==> src/rtl/uart_rx_cfg.sv <==
// UART receiver with run-time word length, parity and stop-bit selection,
// OS-times oversampling from a programmable baud divisor and a one-word output buffer.
module uart_rx_cfg #(
  parameter int DVSR_W = 32,
  parameter int OS     = 16
) (
  input  logic              clk,
  input  logic              reset,
  input  logic              rx,
  input  logic [DVSR_W-1:0] dvsr,
  input  logic [1:0]        data_bits,
  input  logic [1:0]        parity_mode,
  input  logic              stop_bits,
  output logic [7:0]        r_data,
  output logic              r_valid,
  input  logic              r_ready,
  output logic              parity_err,
  output logic              frame_err,
  output logic              brk,
  output logic              overrun,
  input  logic              err_clr
);

  localparam int            SW    = $clog2(OS);
  localparam logic [SW-1:0] S_MID = SW'(OS / 2 - 1);
  localparam logic [SW-1:0] S_END = SW'(OS - 1);

  typedef enum logic [2:0] {IDLE, START, DATA, PARITY, STOP} state_t;

  logic [DVSR_W-1:0] cnt_q, cnt_d;
  logic              tick;
  logic [1:0]        sync_q, sync_d;
  logic              rx_s;

  state_t            state_q, state_d;
  logic [SW-1:0]     s_q, s_d;
  logic [2:0]        n_q, n_d;
  logic              stop_q, stop_d;
  logic [7:0]        shreg_q, shreg_d;
  logic [2:0]        last_q, last_d;
  logic [1:0]        pmode_q, pmode_d;
  logic              two_q, two_d;
  logic              pbit_q, pbit_d;
  logic              ferr_q, ferr_d;

  logic [7:0]        r_data_q, r_data_d;
  logic              r_valid_q, r_valid_d;
  logic              perr_q, perr_d;
  logic              fout_q, fout_d;
  logic              brk_q, brk_d;
  logic              ovr_q, ovr_d;

  logic              done, ferr_now, par_en, par_x, perr_new, brk_new;

  // A divisor lowered below the running count forces an immediate wrap.
  always_comb begin
    tick  = (cnt_q == dvsr);
    cnt_d = (cnt_q >= dvsr) ? '0 : cnt_q + DVSR_W'(1);
  end

  always_comb begin
    sync_d = {sync_q[0], rx};
    rx_s   = sync_q[1];
  end

  always_comb begin
    par_en   = (pmode_q == 2'b01) || (pmode_q == 2'b10);
    par_x    = (^shreg_q) ^ pbit_q;
    ferr_now = ferr_q | ~rx_s;
    case (pmode_q)
      2'b01:   perr_new = par_x;
      2'b10:   perr_new = ~par_x;
      default: perr_new = 1'b0;
    endcase
    brk_new = ferr_now & (shreg_q == 8'h00) & ~(par_en & pbit_q);
  end

  always_comb begin
    state_d = state_q;
    s_d     = s_q;
    n_d     = n_q;
    stop_d  = stop_q;
    shreg_d = shreg_q;
    last_d  = last_q;
    pmode_d = pmode_q;
    two_d   = two_q;
    pbit_d  = pbit_q;
    ferr_d  = ferr_q;
    done    = 1'b0;
    case (state_q)
      IDLE: begin
        // Frame format is frozen here so mid-frame config writes are harmless.
        if (!rx_s) begin
          state_d = START;
          s_d     = '0;
          last_d  = {1'b1, data_bits};
          pmode_d = parity_mode;
          two_d   = stop_bits;
          shreg_d = 8'h00;
          pbit_d  = 1'b0;
          ferr_d  = 1'b0;
        end
      end
      START: begin
        if (tick) begin
          if (s_q == S_MID) begin
            s_d     = '0;
            n_d     = 3'd0;
            state_d = rx_s ? IDLE : DATA;
          end else begin
            s_d = s_q + SW'(1);
          end
        end
      end
      DATA: begin
        if (tick) begin
          if (s_q == S_END) begin
            s_d          = '0;
            shreg_d[n_q] = rx_s;
            n_d          = n_q + 3'd1;
            if (n_q == last_q) begin
              stop_d  = 1'b0;
              state_d = par_en ? PARITY : STOP;
            end
          end else begin
            s_d = s_q + SW'(1);
          end
        end
      end
      PARITY: begin
        if (tick) begin
          if (s_q == S_END) begin
            s_d     = '0;
            pbit_d  = rx_s;
            stop_d  = 1'b0;
            state_d = STOP;
          end else begin
            s_d = s_q + SW'(1);
          end
        end
      end
      STOP: begin
        if (tick) begin
          if (s_q == S_END) begin
            s_d    = '0;
            ferr_d = ferr_now;
            if (stop_q == two_q) begin
              done    = 1'b1;
              state_d = IDLE;
            end else begin
              stop_d = 1'b1;
            end
          end else begin
            s_d = s_q + SW'(1);
          end
        end
      end
      default: state_d = IDLE;
    endcase
  end

  // A finished frame only lands if the buffer is empty or being drained this cycle.
  always_comb begin
    r_data_d  = r_data_q;
    r_valid_d = r_valid_q & ~r_ready;
    perr_d    = perr_q;
    fout_d    = fout_q;
    brk_d     = brk_q;
    ovr_d     = ovr_q & ~err_clr;
    if (done) begin
      if (!r_valid_q || r_ready) begin
        r_data_d  = shreg_q;
        r_valid_d = 1'b1;
        perr_d    = perr_new;
        fout_d    = ferr_now;
        brk_d     = brk_new;
      end else begin
        ovr_d = 1'b1;
      end
    end
  end

  always_ff @(posedge clk or posedge reset) begin
    if (reset) begin
      cnt_q     <= '0;
      sync_q    <= 2'b11;
      state_q   <= IDLE;
      s_q       <= '0;
      n_q       <= 3'd0;
      stop_q    <= 1'b0;
      shreg_q   <= 8'h00;
      last_q    <= 3'd0;
      pmode_q   <= 2'b00;
      two_q     <= 1'b0;
      pbit_q    <= 1'b0;
      ferr_q    <= 1'b0;
      r_data_q  <= 8'h00;
      r_valid_q <= 1'b0;
      perr_q    <= 1'b0;
      fout_q    <= 1'b0;
      brk_q     <= 1'b0;
      ovr_q     <= 1'b0;
    end else begin
      cnt_q     <= cnt_d;
      sync_q    <= sync_d;
      state_q   <= state_d;
      s_q       <= s_d;
      n_q       <= n_d;
      stop_q    <= stop_d;
      shreg_q   <= shreg_d;
      last_q    <= last_d;
      pmode_q   <= pmode_d;
      two_q     <= two_d;
      pbit_q    <= pbit_d;
      ferr_q    <= ferr_d;
      r_data_q  <= r_data_d;
      r_valid_q <= r_valid_d;
      perr_q    <= perr_d;
      fout_q    <= fout_d;
      brk_q     <= brk_d;
      ovr_q     <= ovr_d;
    end
  end

  assign r_data     = r_data_q;
  assign r_valid    = r_valid_q;
  assign parity_err = perr_q;
  assign frame_err  = fout_q;
  assign brk        = brk_q;
  assign overrun    = ovr_q;

endmodule

==> config.mk <==
export PLATFORM = sky130hd
export DESIGN_NAME = uart_rx_cfg
export DESIGN_NICKNAME = d
export VERILOG_FILES = /design/src/rtl/uart_rx_cfg.sv
export SDC_FILE = /design/constraint.sdc
export NUM_CORES = 1
export LEC_CHECK = 0
export CAP_MARGIN = 20
export CORE_MARGIN = 3
export CORE_UTILIZATION = 31
export DETAILED_ROUTE_END_ITERATION = 16
export HOLD_SLACK_MARGIN = 0.05
export PLACE_DENSITY_LB_ADDON = 0.05
export SLEW_MARGIN = 20
export SYNTH_ARGS = -nofsm -noshare
export SYNTH_HDL_FRONTEND = slang
export SYNTH_SLANG_ARGS = --single-unit
export TNS_END_PERCENT = 10
==> constraint.sdc <==
create_clock -name clk -period 2.6 [get_ports clk]
set_clock_uncertainty 0.2 [all_clocks]
set_input_delay 0.52 -clock clk [delete_from_list [all_inputs] [get_ports clk]]
set_output_delay 0.52 -clock clk [all_outputs]
set_load 0.005 [all_outputs]
==> results.tsv <==
stage	metric	value	unit
pwr	ir_worst_vdd	0.347	mV
synthesis	number_of_enable_type_register_cells_in_the_synthesized_netlist	0	
finish	layout_common_cells	sky130_fd_sc_hd__dfrtp_1 (68), sky130_fd_sc_hd__buf_4 (58), sky130_fd_sc_hd__nand2_1 (33), sky130_fd_sc_hd__dlygate4sd2_1 (32), sky130_fd_sc_hd__nor4_1 (29)	
setup_path	worst-endpoint-required	2.63	ns
synthesis	yosys_warnings	0	
finish	final_core_util	0.459	
synthesis	leading_register_cell_type_out_of_synthesis	sky130_fd_sc_hd__dfrtp_1	
sta	max_transition_margin	0.620	
setup_path	path_class	reg -> reg	
synthesis	netlist-cell-type-count	56	
floorplanning	initial_cell_density_of_the_core	0.323	
clock_network	numClockSinks	74	
pwr	sw_frac_of_total	0.293	
finish	diodes	0	
clock_network	clock_latency	0.34	ns
route	sum_of_routed_wire_length_over_all_layers	12900	um
place	numPortBuffers	54	
floorplanning	num_rows	44	
setup_path	worstSetupStartpointType	flop	
synthesis	postSynthCellCount	505	
finish	layout.cells.most_common	sky130_fd_sc_hd__dfrtp_1	
route	wl_per_cell	16.1	um
synthesis	yosys_register_bits	74	
route	drtIter0Drc	245	
place	placed_inst_area	0.00603	mm^2
sta	worst_slew_pin_slew	0.569	ns
grt	grt_remaining_overflow	0	
place	place_hpwl	9250	um
pwr	combinationalPowerShare	0.235	
setup_path	data_arrival_time_at_the_worst_slack_endpoint	2.58	ns
sta	final.setup.tns	0	ns
route	detail_route.first_pass.iterations	4	
clock_network	cts.reportedPaths.clkPinSlew	0.06	ns
sta	finalCritPeriodShare	0.981	
finish	stdcell_area	0.00677	mm^2
flow_run	timing.max_cap.violations	0	
clock_network	cts_inserted_buffers	9	
sta	slew_violations	0	
synthesis	synth_seq_area_share	0.390	
floorplanning	placeableCoreArea	0.0148	mm^2
floorplanning	die_area	0.0169	mm^2
pwr	finalPower	3.70	mW
setup_path	crit_chain	ha_4 > nand4_1 > nor4bb_4 > buf_4 > nand2_4 > or3_4 > mux2_4	
clock_network	cts-root-to-sink-buffers	2	
sta	period_minus_slack	2.55	ns
route	routed-via-count	4186	
setup_path	crit_path_max_incr_delay	0.44	ns
finish	final-instance-count-excl-fill	802	
run_status	result_of_the_run	complete, no violations	
grt	antenna_found_initial	0	
floorplanning	die_w	130	um
sta	hold_viol_final	0	
finish	drive_gt1_frac	0.290	
place	gp_routability_congestion	0.786	
pwr	power.internal	2.61	mW
route	route.antenna.remaining_nets	0	
route	route.detailed.vias_per_inst	5.22	
sta	report.final.setup_viol	0	
pwr	leakage_power_summed_over_all_cells	3.01	nW
setup_path	setup.worst_path.end_class	flop	
synthesis	postSynth.asyncResetShare	1.00	
place	place_inst	772	
route	detail_route.drc_violations	0	
sta	max_freq	0.392	GHz
grt	first_global_vias	4250	
finish	num-nets-final	696	
pwr	switching_power_of_the_nets	1.08	mW
floorplanning	num_io_pins	55	
floorplanning	die_h	130	um
clock_network	htree_levels	3	
sta	rsz_0062_raised_after_global_routing	yes	
setup_path	path_max_fanout	6	
min_path	timing.hold.worst.class	reg -> reg	
grt	grt_usage	0.161	
pwr	seqPwrFrac	0.380	
finish	area_growth_from_synthesis_to_layout	42.3	%
pwr	clock_power_frac	0.386	
pwr	power.density	546	mW/mm^2
clock_network	tritoncts	done	
clock_network	clock-root-buffer	sky130_fd_sc_hd__clkbuf_16	
setup_path	critical-path-slowest-cell	sky130_fd_sc_hd__dfrtp_1	
synthesis	netlist_area	0.00476	mm^2
grt	grt_max_degree	33	
synthesis	post_synth_net_total	588	
synthesis	postSynthAreaPerCell	9.42	um^2
grt	grt_pass1_wl	21800	um
routing by layer:
layer  up-vias  wire length, um  share of wire  GRT usage
li1       2069                -              -          -
met1      2031             6350           0.49      0.228
met2        70             5960           0.46      0.254
met3        16              379          0.029     0.0229
met4         0              218          0.017     0.0556
met5         -                0              0          0
per-stage QoR:
stage,hold slack [ns],setup WS [ns]
floorplan,0.145,-0.00452
global placement,0.146,-0.728
finish,0.158,0.0484
global route,0.163,-0.0790
detailed placement,0.149,-0.749
CTS,0.159,-0.0427
final timing paths:
kind	from	end	slack, ns	cells past startpoint
worst max-delay path	cnt_q[29]$_DFF_PP0_	r_data[4]$_DFFE_PP0P_	0.05	7
worst min-delay path	sync_q[0]$_DFF_PP1_	sync_q[1]$_DFF_PP1_	0.16	0
worst max register to register	cnt_q[29]$_DFF_PP0_	r_data[4]$_DFFE_PP0P_	0.05	7
worst min register to register	sync_q[0]$_DFF_PP1_	sync_q[1]$_DFF_PP1_	0.16	0
max in group asynchronous	reset	sync_q[1]$_DFF_PP1_	1.24	3
min in group asynchronous	reset	cnt_q[0]$_DFF_PP0_	0.34	2
cell type report:
cell class                 count  area, um^2
clock buffer                  10         239
tap                          184         230
clock inverter                 6        95.1
multi-input combinational    359        3100
fill                        1452        7980
sequential                    74        1860
timing repair buffer         117        1040
inverter                      52         210
critical path, delay by kind of cell, from the launching register on:
kind	cells	cell delay [ns]
buffers and inverters	1	0.19
AND/OR/NAND/NOR	4	1.00
multiplexers	1	0.32
adder cells (fa/ha/maj)	1	0.29
flip-flops	1	0.44
power by group through the flow:
stage | sequential (mW) | combinational [mW] | clock, mW
after global routing | 1.42 | 0.987 | 1.51
after global placement | 1.40 | 0.768 | 0
final | 1.40 | 0.867 | 1.43
after detailed placement | 1.40 | 0.788 | 0
after CTS | 1.40 | 0.854 | 1.46
after floorplan | 1.40 | 0.411 | 0
Yosys cell counts (13+ instances only):
cell	instances	share of area
sky130_fd_sc_hd__dfrtp_1	72	0.38
sky130_fd_sc_hd__inv_1	52	0.041
sky130_fd_sc_hd__ha_1	41	0.11
sky130_fd_sc_hd__nand2_1	33	0.026
sky130_fd_sc_hd__nor4_1	33	0.043
sky130_fd_sc_hd__a21oi_1	23	0.024
sky130_fd_sc_hd__xnor2_1	21	0.039
sky130_fd_sc_hd__nand3_1	19	0.020
sky130_fd_sc_hd__nand4_1	19	0.025
sky130_fd_sc_hd__xor2_1	17	0.031
sky130_fd_sc_hd__o21ai_0	16	0.017
sky130_fd_sc_hd__clkbuf_1	15	0.012
sky130_fd_sc_hd__nor2_1	15	0.012
sky130_fd_sc_hd__nor3_1	13	0.014
cells by family (layout without fill, tap and decap cells):
kind of cell,after synthesis,after routing,synth area share
AOI/OAI and AO/OA,88,88,0.121
xor gates and xnor gates,38,38,0.0699
adders and majority gates,41,41,0.108
buffers and inverters,73,185,0.0597
DFF,74,74,0.390
muxes,14,14,0.0400
and+or+nand+nor,177,178,0.211
registers in the layout, indices dropped and copies added, names as in the netlist, 2 cells and up:
signal   cells
sync_q       2
shreg_q      8
n_q          3
s_q          4
r_data       8
pmode_q      2
last_q       3
cnt_q       32
state_q      3
what timing repair did:
item	CTS	global route
endpoints found under the setup margin	66	59
hold buffers	0	0
gates resized for setup	78	17
buffers inserted	7	6
cloned	1	0
pin swaps	35	16
(Power assumes the default switching activity.)
